--- src/rtl/debounce_pkg.sv ---
// Shared debounce types, width helper and default timing for the 10 ms button tick.
// The same defaults are used by the clock/alarm control FSM.
package debounce_pkg;

  localparam int DEF_STABLE_CYCLES = 4;
  localparam int DEF_HOLD_CYCLES   = 100;
  localparam int DEF_REPEAT_CYCLES = 20;

  typedef enum logic [1:0] {
    HP_IDLE   = 2'd0,
    HP_WAIT   = 2'd1,
    HP_REPEAT = 2'd2
  } hold_phase_t;

  function automatic int cnt_w(input int n);
    return (n < 1) ? 1 : $clog2(n + 1);
  endfunction

  function automatic int max_int(input int a, input int b);
    return (a > b) ? a : b;
  endfunction

endpackage

--- src/rtl/debounce_channel.sv ---
// One debounced button: 2-flop synchroniser, stable-count filter, press/release pulses,
// long-press detection with optional auto-repeat.
//
//   state     | meaning
//   HP_IDLE   | q low, hold counter parked at zero
//   HP_WAIT   | q high, counting towards the first long-press pulse
//   HP_REPEAT | threshold passed, pulsing every REPEAT_CYCLES (or silent if 0)
module debounce_channel
  import debounce_pkg::*;
#(
  parameter int STABLE_CYCLES = DEF_STABLE_CYCLES,
  parameter int HOLD_CYCLES   = DEF_HOLD_CYCLES,
  parameter int REPEAT_CYCLES = DEF_REPEAT_CYCLES
) (
  input  logic clk,
  input  logic rst_n,
  input  logic din,
  output logic q,
  output logic press,
  output logic rel,
  output logic hold
);

  localparam int CW = cnt_w(STABLE_CYCLES);
  localparam int HW = cnt_w(max_int(HOLD_CYCLES, REPEAT_CYCLES));

  localparam logic [CW-1:0] STABLE_LAST = CW'(STABLE_CYCLES - 1);
  localparam logic [HW-1:0] HOLD_LAST   = HW'(HOLD_CYCLES - 1);
  localparam logic [HW-1:0] REPEAT_LAST = HW'((REPEAT_CYCLES > 0) ? REPEAT_CYCLES - 1 : 0);

  logic          s1, s2;
  logic [CW-1:0] cnt, cnt_nxt;
  logic [HW-1:0] hcnt, hcnt_nxt;
  hold_phase_t   ph, ph_nxt;
  logic          q_nxt, press_nxt, rel_nxt, hold_nxt;
  logic          accept;

  always_ff @(posedge clk or negedge rst_n) begin
    if (!rst_n) begin
      s1    <= 1'b0;
      s2    <= 1'b0;
      cnt   <= '0;
      hcnt  <= '0;
      ph    <= HP_IDLE;
      q     <= 1'b0;
      press <= 1'b0;
      rel   <= 1'b0;
      hold  <= 1'b0;
    end else begin
      s1    <= din;
      s2    <= s1;
      cnt   <= cnt_nxt;
      hcnt  <= hcnt_nxt;
      ph    <= ph_nxt;
      q     <= q_nxt;
      press <= press_nxt;
      rel   <= rel_nxt;
      hold  <= hold_nxt;
    end
  end

  always_comb begin
    cnt_nxt   = cnt;
    q_nxt     = q;
    press_nxt = 1'b0;
    rel_nxt   = 1'b0;
    hold_nxt  = 1'b0;
    hcnt_nxt  = hcnt;
    ph_nxt    = ph;
    accept    = 1'b0;

    // Any sample matching q wipes the run; acceptance needs an unbroken run.
    if (s2 == q) begin
      cnt_nxt = '0;
    end else if (cnt == STABLE_LAST) begin
      accept    = 1'b1;
      q_nxt     = s2;
      cnt_nxt   = '0;
      press_nxt = s2;
      rel_nxt   = ~s2;
    end else begin
      cnt_nxt = cnt + 1'b1;
    end

    // In WAIT/REPEAT q is high, so an accept there is always a release and wins over hold.
    case (ph)
      HP_IDLE: begin
        hcnt_nxt = '0;
        if (accept && s2) ph_nxt = HP_WAIT;
      end
      HP_WAIT: begin
        if (accept) begin
          ph_nxt   = HP_IDLE;
          hcnt_nxt = '0;
        end else if (hcnt == HOLD_LAST) begin
          hold_nxt = 1'b1;
          hcnt_nxt = '0;
          ph_nxt   = HP_REPEAT;
        end else begin
          hcnt_nxt = hcnt + 1'b1;
        end
      end
      HP_REPEAT: begin
        if (accept) begin
          ph_nxt   = HP_IDLE;
          hcnt_nxt = '0;
        end else if (REPEAT_CYCLES == 0) begin
          hcnt_nxt = hcnt;
        end else if (hcnt == REPEAT_LAST) begin
          hold_nxt = 1'b1;
          hcnt_nxt = '0;
        end else begin
          hcnt_nxt = hcnt + 1'b1;
        end
      end
      default: begin
        ph_nxt   = HP_IDLE;
        hcnt_nxt = '0;
      end
    endcase
  end

endmodule

--- src/rtl/debouncer_multi.sv ---
// N-channel push-button debouncer; wiring only, one debounce_channel per button.
// The release pulse port is named rel because release is a reserved word.
module debouncer_multi
  import debounce_pkg::*;
#(
  parameter int N_CH          = 5,
  parameter int STABLE_CYCLES = DEF_STABLE_CYCLES,
  parameter int HOLD_CYCLES   = DEF_HOLD_CYCLES,
  parameter int REPEAT_CYCLES = DEF_REPEAT_CYCLES
) (
  input  logic            clk,
  input  logic            rst_n,
  input  logic [N_CH-1:0] din,
  output logic [N_CH-1:0] q,
  output logic [N_CH-1:0] press,
  output logic [N_CH-1:0] rel,
  output logic [N_CH-1:0] hold
);

  for (genvar i = 0; i < N_CH; i++) begin : g_ch
    debounce_channel #(
      .STABLE_CYCLES (STABLE_CYCLES),
      .HOLD_CYCLES   (HOLD_CYCLES),
      .REPEAT_CYCLES (REPEAT_CYCLES)
    ) u_ch (
      .clk   (clk),
      .rst_n (rst_n),
      .din   (din[i]),
      .q     (q[i]),
      .press (press[i]),
      .rel   (rel[i]),
      .hold  (hold[i])
    );
  end

endmodule
--- config.mk ---
export PLATFORM = sky130hd
export DESIGN_NAME = debouncer_multi
export DESIGN_NICKNAME = d
export VERILOG_FILES = /design/src/rtl/debounce_pkg.sv /design/src/rtl/debounce_channel.sv /design/src/rtl/debouncer_multi.sv
export SDC_FILE = /design/constraint.sdc
export NUM_CORES = 1
export LEC_CHECK = 0
export BUFFER_PORTS_ARGS = -buffer_cell sky130_fd_sc_hd__buf_2
export CORE_MARGIN = 5
export CORE_UTILIZATION = 47
export CTS_CLUSTER_DIAMETER = 80
export DETAILED_ROUTE_END_ITERATION = 10
export SYNTH_ARGS = -nofsm -noshare
export SYNTH_HDL_FRONTEND = slang
export SYNTH_SLANG_ARGS = --single-unit
--- constraint.sdc ---
create_clock -name clk -period 3.85 [get_ports clk]
set_input_delay 0.77 -clock clk [delete_from_list [all_inputs] [get_ports clk]]
set_output_delay 0.77 -clock clk [all_outputs]
set_load 0.05 [all_outputs]
# Word level (Yosys, flattened, before mapping)

Cells that the tools add are included.
W data, S select, Z words.

Add/subtract/negate cells: 10
Multiply operators: 0
Divide/modulo/power cells: 0
Magnitude comparators: 0
Eq/ne operators: 45
Shift operators: 0
Muxes and demuxes: 115
Bitwise gates (word level): 10
Reduce and logical (&&, ||, !) cells: 20

Operators by type and width:

| cell                  | count |
|---|---|
| $mux W7               | 20 |
| $pmux W7 S2           | 5 |
| $mux W1               | 50 |
| $mux W2               | 20 |
| $add A7 B1 Y7 const B | 5 |
| $eq A7 B5 Y1 const B  | 5 |
| $eq A7 B7 Y1 const B  | 5 |
| $mux W3               | 10 |
| $pmux W2 S3           | 5 |
| $ne A2 B1 Y1 const B  | 10 |
| $add A3 B1 Y3 const B | 5 |
| $eq A3 B2 Y1 const B  | 5 |
| $ne A3 B1 Y1 const B  | 5 |
| $reduce_and A3 Y1     | 5 |
| $eq A2 B1 Y1 const B  | 5 |
| $eq A2 B2 Y1 const B  | 5 |
| $logic_not A2 Y1      | 5 |
| $not A1 Y1            | 10 |
| $pmux W1 S2           | 5 |
| $reduce_and A2 Y1     | 5 |
| $eq A1 B1 Y1          | 5 |
| $logic_and A1 B1 Y1   | 5 |

Register bits: 90
Latch bits: 0
Memory bits (writable): 0
Bits in read-only memories: 0
Input bits: 7
Output and inout bits: 20
Logic and storage cells: 245
Memories: 0

# Logic depth before layout (Yosys ltp)

Depth after elaboration: 6
Mapped depth: 6
Depth with buffers taken out: 6

# Modules after synthesis

From an unflattened synthesis, not the netlist that was laid out.

Cells, all modules: 363
Area, all modules: 4370.4 sq um

By module, submodules not included:

| module                              | instances | cells each | area an instance (sq um) | seq. area each (sq um) |
|---|---|---|---|---|
| debounce_channel (g_ch[1].u_ch ...) | 4         | 73         | 870.8                    | 450.4 |
| debounce_channel (g_ch[0].u_ch)     | 1         | 71         | 887.1                    | 450.4 |

# Worst setup path after synthesis

Ideal clock, no wire load.

Path type: register to register
Start point: reg g_ch[0].u_ch.hcnt[0]
End point: reg g_ch[0].u_ch.ph[0]
Setup time: 0.127 ns
Arrival time: 1.426 ns
Required time: 3.723 ns
Setup slack: 2.297 ns
Stages on the path, launching flop included: 6
Path buffers: 0
Period minus slack after synthesis: 1.553 ns
Cell sequence: dfrtp_1 -> ha_1 -> and4b_1 -> and2_1 -> o21ai_2 -> mux2_1

Word-level cells in the longest chain between the ends: 3

RTL lines:

| item                               | line                   | RTL |
|---|---|---|
| from (decl)                        | debounce_channel.sv:33 | `logic [HW-1:0] hcnt, hcnt_nxt;` |
| from (signal assigned)             | debounce_channel.sv:53 | `hcnt <= hcnt_nxt;` |
| $eq A7 B7 Y1                       | debounce_channel.sv:95 | `end else if (hcnt == HOLD_LAST) begin` |
| $ne A3 B1 Y1 (no source line)      | -                      |  |
| $reduce_and A3 Y1 (no source line) | -                      |  |
| to (signal assigned)               | debounce_channel.sv:54 | `ph <= ph_nxt;` |
| to (decl)                          | debounce_channel.sv:34 | `hold_phase_t ph, ph_nxt;` |

Every way passes these cells.
A chain may end at the register's enable or synchronous reset.

# Worst setup path after layout

Start point: reg g_ch[3].u_ch.q
End point: out q[3]

RTL lines:

| item                   | line                   | RTL |
|---|---|---|
| from (decl)            | debounce_channel.sv:18 | `output logic q,` |
| from (signal assigned) | debounce_channel.sv:55 | `q <= q_nxt;` |
| to (decl)              | debouncer_multi.sv:14  | `output logic [N_CH-1:0] q,` |

No word-level cell between the ends.

==> flow_summary.yaml <==
run_status:
  outcome: "complete, no violations"
route:
  route.vias.total: 2632
  routed_via_density: 5.15
  detail_route.wl_per_cell_microns: 12.5
  drt-initial-drc-count: 117
  final_wl_microns: 6370
  remaining_drc_errors: 0
  ant_nets: 0
  first_pass_iters: 4
setup_path:
  cpLargestDelayFamily: "flip-flops"
  cp_slowest_stage_delay_ps: 440
  cp.required_ps: 3080
  worstPathCellList: "buf_2"
  critical_path_buf_inv_count: 1
  cp_slowest_cell: "sky130_fd_sc_hd__dfrtp_1"
  crit_path_start_kind: "flop"
  worstSetupPathType: "flop to output pin"
  endpoint_kind: "output pin"
  r2r_cells: 5
  crit_path_max_fanout: 5
  worstReg2RegEnd: "g_ch[1].u_ch.ph[0]$_DFFE_PN0P_"
  worstPathArrival_ps: 1090
  critical_path.reg2reg.startpoint: "g_ch[1].u_ch.hcnt[0]$_DFF_PN0_"
  worst-r2r-setup-slack_ps: 2200
global_route:
  grt_max_degree: 87
  first_global_vias: 2598
  global_route_wire_length_before_repair_microns: 11400
  gr-total-overflow: 0
  antenna_violations_before_repair: 0
  grt.total_usage: 0.123
yosys:
  synthesis.nets: 414
  synth_largest_type_area_fraction: 0.514
  synth.most_common_cell: "sky130_fd_sc_hd__dfrtp_1"
  synth_commonest_cells: "90 x sky130_fd_sc_hd__dfrtp_1, 55 x sky130_fd_sc_hd__nor2_1, 25 x sky130_fd_sc_hd__ha_1, 20 x sky130_fd_sc_hd__buf_4, 19 x sky130_fd_sc_hd__inv_1"
  synth.area.top_cells: "sky130_fd_sc_hd__dfrtp_1 51%, sky130_fd_sc_hd__ha_1 7.1%, sky130_fd_sc_hd__nor2_1 4.7%, sky130_fd_sc_hd__buf_4 3.4%, sky130_fd_sc_hd__xnor2_1 2.6%"
  synth.yosys.seq_area_share: 0.514
  yosys_most_used_dff: "sky130_fd_sc_hd__dfrtp_1"
  synth_area_leader_cell: "sky130_fd_sc_hd__dfrtp_1"
  synthesis.yosys.warnings: 0
  syn-mean-instance-area_sq_um: 11.5
  netlist_area_sq_mm: 0.00438
  postSynthRegisterBits: 90
  synth_edf_count: 0
  async_flop_share: 1.00
  synth.distinct_cells: 43
  synth_cells: 382
pwr:
  p_clk_frac: 0.254
  p_leak_nw: 2.08
  internal-power_w: 0.00165
  power.switching_w: 0.000880
  switching_share: 0.347
  irDropWorstVdd_v: 0.000244
  seq_power_share: 0.456
  power.combinational.fraction: 0.290
  power.density_mw_per_mm2: 541
floorplanning:
  placementRows: 35
  fp.coreArea_sq_mm: 0.00915
  io-pin-count: 27
  die-area_sq_mm: 0.0113
  dieHeight_microns: 107
  die-width_microns: 107
  start_util: 0.478
cells_and_area:
  post_route_cells_drive_above_1_share: 0.165
  syn2layout_area_growth_pct: 7.12
  fillerInstances: 836
  insertedDiodeCount: 0
  finish.net_count: 427
  finalNonFillerCells: 511
sta:
  tns_ps: 0
  final_hold_viol_count: 0
  worst_clock_skew_ps: 11.0
  slew_violations: 0
  max_freq_ghz: 0.537
  period_needed_ps: 1860
  rsz0062_at_grt: "false"
  slew_headroom: 0.305
  timing.final.setup_violations: 0
  fin_crit_sh: 0.484
  slew_of_the_pin_with_the_lowest_slew_margin_ps: 1040
place:
  final_weighted_congestion_of_routability_driven_global_placement: 0.779
  dp.cells: 495
  detailedPlacementHpwl_microns: 4480
  placement.io_buffers: 26
clock_tree:
  clk-insertion-delay-late_ps: 340
  numCtsBuffers: 9
  postCtsSetupBuffers: 0
  max-clock-path-buffers: 2
  cts_root_buf: "sky130_fd_sc_hd__clkbuf_8"
  clk_pin_slew_ps: 90
  clock_tree_from_tritoncts: "yes"
  clock-sinks: 90
  cts_hold_buffers: 0
  post_cts_resized: 0
  cts_max_level: 3
worst_hold_path:
  timing.hold.worst.start: "g_ch[0].u_ch.s1$_DFF_PN0_"
  min_delay_path_depth: 0
  min_to: "g_ch[0].u_ch.s2$_DFF_PN0_"
  hp-class: "flop to flop"
job:
  drv_cap: 0
==> power groups by stage <==
stage / clock network [W] / logic [W] / registers, W
after floorplan: 0 / 0.000657 / 0.00116
after global placement: 0 / 0.000734 / 0.00117
after detailed placement: 0 / 0.000746 / 0.00117
after CTS: 0.000674 / 0.000749 / 0.00116
after global routing: 0.000712 / 0.000821 / 0.00117
final: 0.000645 / 0.000735 / 0.00115
==> sequential cells by signal, indices dropped and copies added (netlist names) <==
signal,count
g_ch.u_ch.hold,5
g_ch.u_ch.press,5
g_ch.u_ch.s1,5
g_ch.u_ch.hcnt,35
g_ch.u_ch.s2,5
g_ch.u_ch.cnt,15
g_ch.u_ch.rel,5
g_ch.u_ch.ph,10
g_ch.u_ch.q,5
==> metrics by stage <==
step | instance area (sq um) | utilization | power, W | hold WS, ps | setup slack (ps)
2_1_floorplan | 4380 | - | 0.00181 | 331 | 2300
3_5_place_dp | 4490 | 0.490 | 0.00192 | 335 | 2090
6_report | 4690 | 0.512 | 0.00253 | 352 | 1990
4_1_cts | 4690 | 0.512 | 0.00258 | 355 | 1950
5_1_grt | 4690 | 0.512 | 0.00271 | 366 | 1920
3_3_place_gp | 4490 | 0.490 | 0.00190 | 333 | 2130
==> how the worst max path moves through the flow <==
stage	endpoint	slack, ps	depth (start not counted)	from
2_1_floorplan	g_ch[0].u_ch.ph[0]$_DFFE_PN0P_	2300	5	g_ch[0].u_ch.hcnt[0]$_DFF_PN0_
3_3_place_gp	g_ch[0].u_ch.hcnt[0]$_DFF_PN0_	2130	2	rst_n
3_5_place_dp	g_ch[0].u_ch.hcnt[0]$_DFF_PN0_	2090	2	rst_n
4_1_cts	q[2]	1950	1	g_ch[2].u_ch.q$_DFFE_PN0P_
5_1_grt	q[2]	1920	1	g_ch[2].u_ch.q$_DFFE_PN0P_
6_report	q[3]	1990	1	g_ch[3].u_ch.q$_DFFE_PN0P_
==> cell type report <==
type / count / area, sq um / area share
clock buffer: 9 / 124 / 0.0264
clock inverter: 7 / 77.6 / 0.0165
inverter: 19 / 71.3 / 0.0152
multi-input combinational: 248 / 1890 / 0.402
sequential: 90 / 2250 / 0.480
tap: 111 / 139 / 0.0296
timing repair buffer: 27 / 140 / 0.0299
==> worst register-to-register path, stage by stage, from the launching register on <==
cell	delay, ps
sky130_fd_sc_hd__dfrtp_1	400
sky130_fd_sc_hd__ha_1	240
sky130_fd_sc_hd__nor3b_2	240
sky130_fd_sc_hd__and4_1	280
sky130_fd_sc_hd__nor2_1	60
sky130_fd_sc_hd__o32a_1	320
==> logic make-up (layout without fill, tap and decap cells) <==
logic type               Yosys count  count (layout)  synth area share
AO/OA/AOI/OAI                     51              51             0.105
buffers and inverters             44              62            0.0549
multiplexers                       6               6            0.0154
flip-flops                        90              90             0.514
AND/OR/NAND/NOR                  136             136             0.171
adder cells (fa/ha/maj)           25              25            0.0714
XOR/XNOR                          30              30            0.0669
==> layout by cell type (no fill, tap or decap), types with 6 or more instances in the layout <==
master / count
sky130_fd_sc_hd__o21a_1: 11
sky130_fd_sc_hd__buf_2: 25
sky130_fd_sc_hd__nand2_1: 8
sky130_fd_sc_hd__nor3b_1: 14
sky130_fd_sc_hd__nand3_1: 16
sky130_fd_sc_hd__dfrtp_1: 90
sky130_fd_sc_hd__and2_1: 6
sky130_fd_sc_hd__nor2_1: 55
sky130_fd_sc_hd__clkbuf_8: 9
sky130_fd_sc_hd__xnor2_1: 13
sky130_fd_sc_hd__ha_1: 25
sky130_fd_sc_hd__xor2_1: 13
sky130_fd_sc_hd__nand2b_1: 9
sky130_fd_sc_hd__a31oi_1: 8
sky130_fd_sc_hd__inv_1: 19
==> per-layer routing <==
layer,track usage,share of wire,up-vias
met3,0.0243,0.026,10
li1,-,-,1328
met4,0.0511,0.018,0
met2,0.205,0.47,25
met5,0,0,-
met1,0.157,0.49,1269
Note: power is estimated with default switching activity, not from simulation.
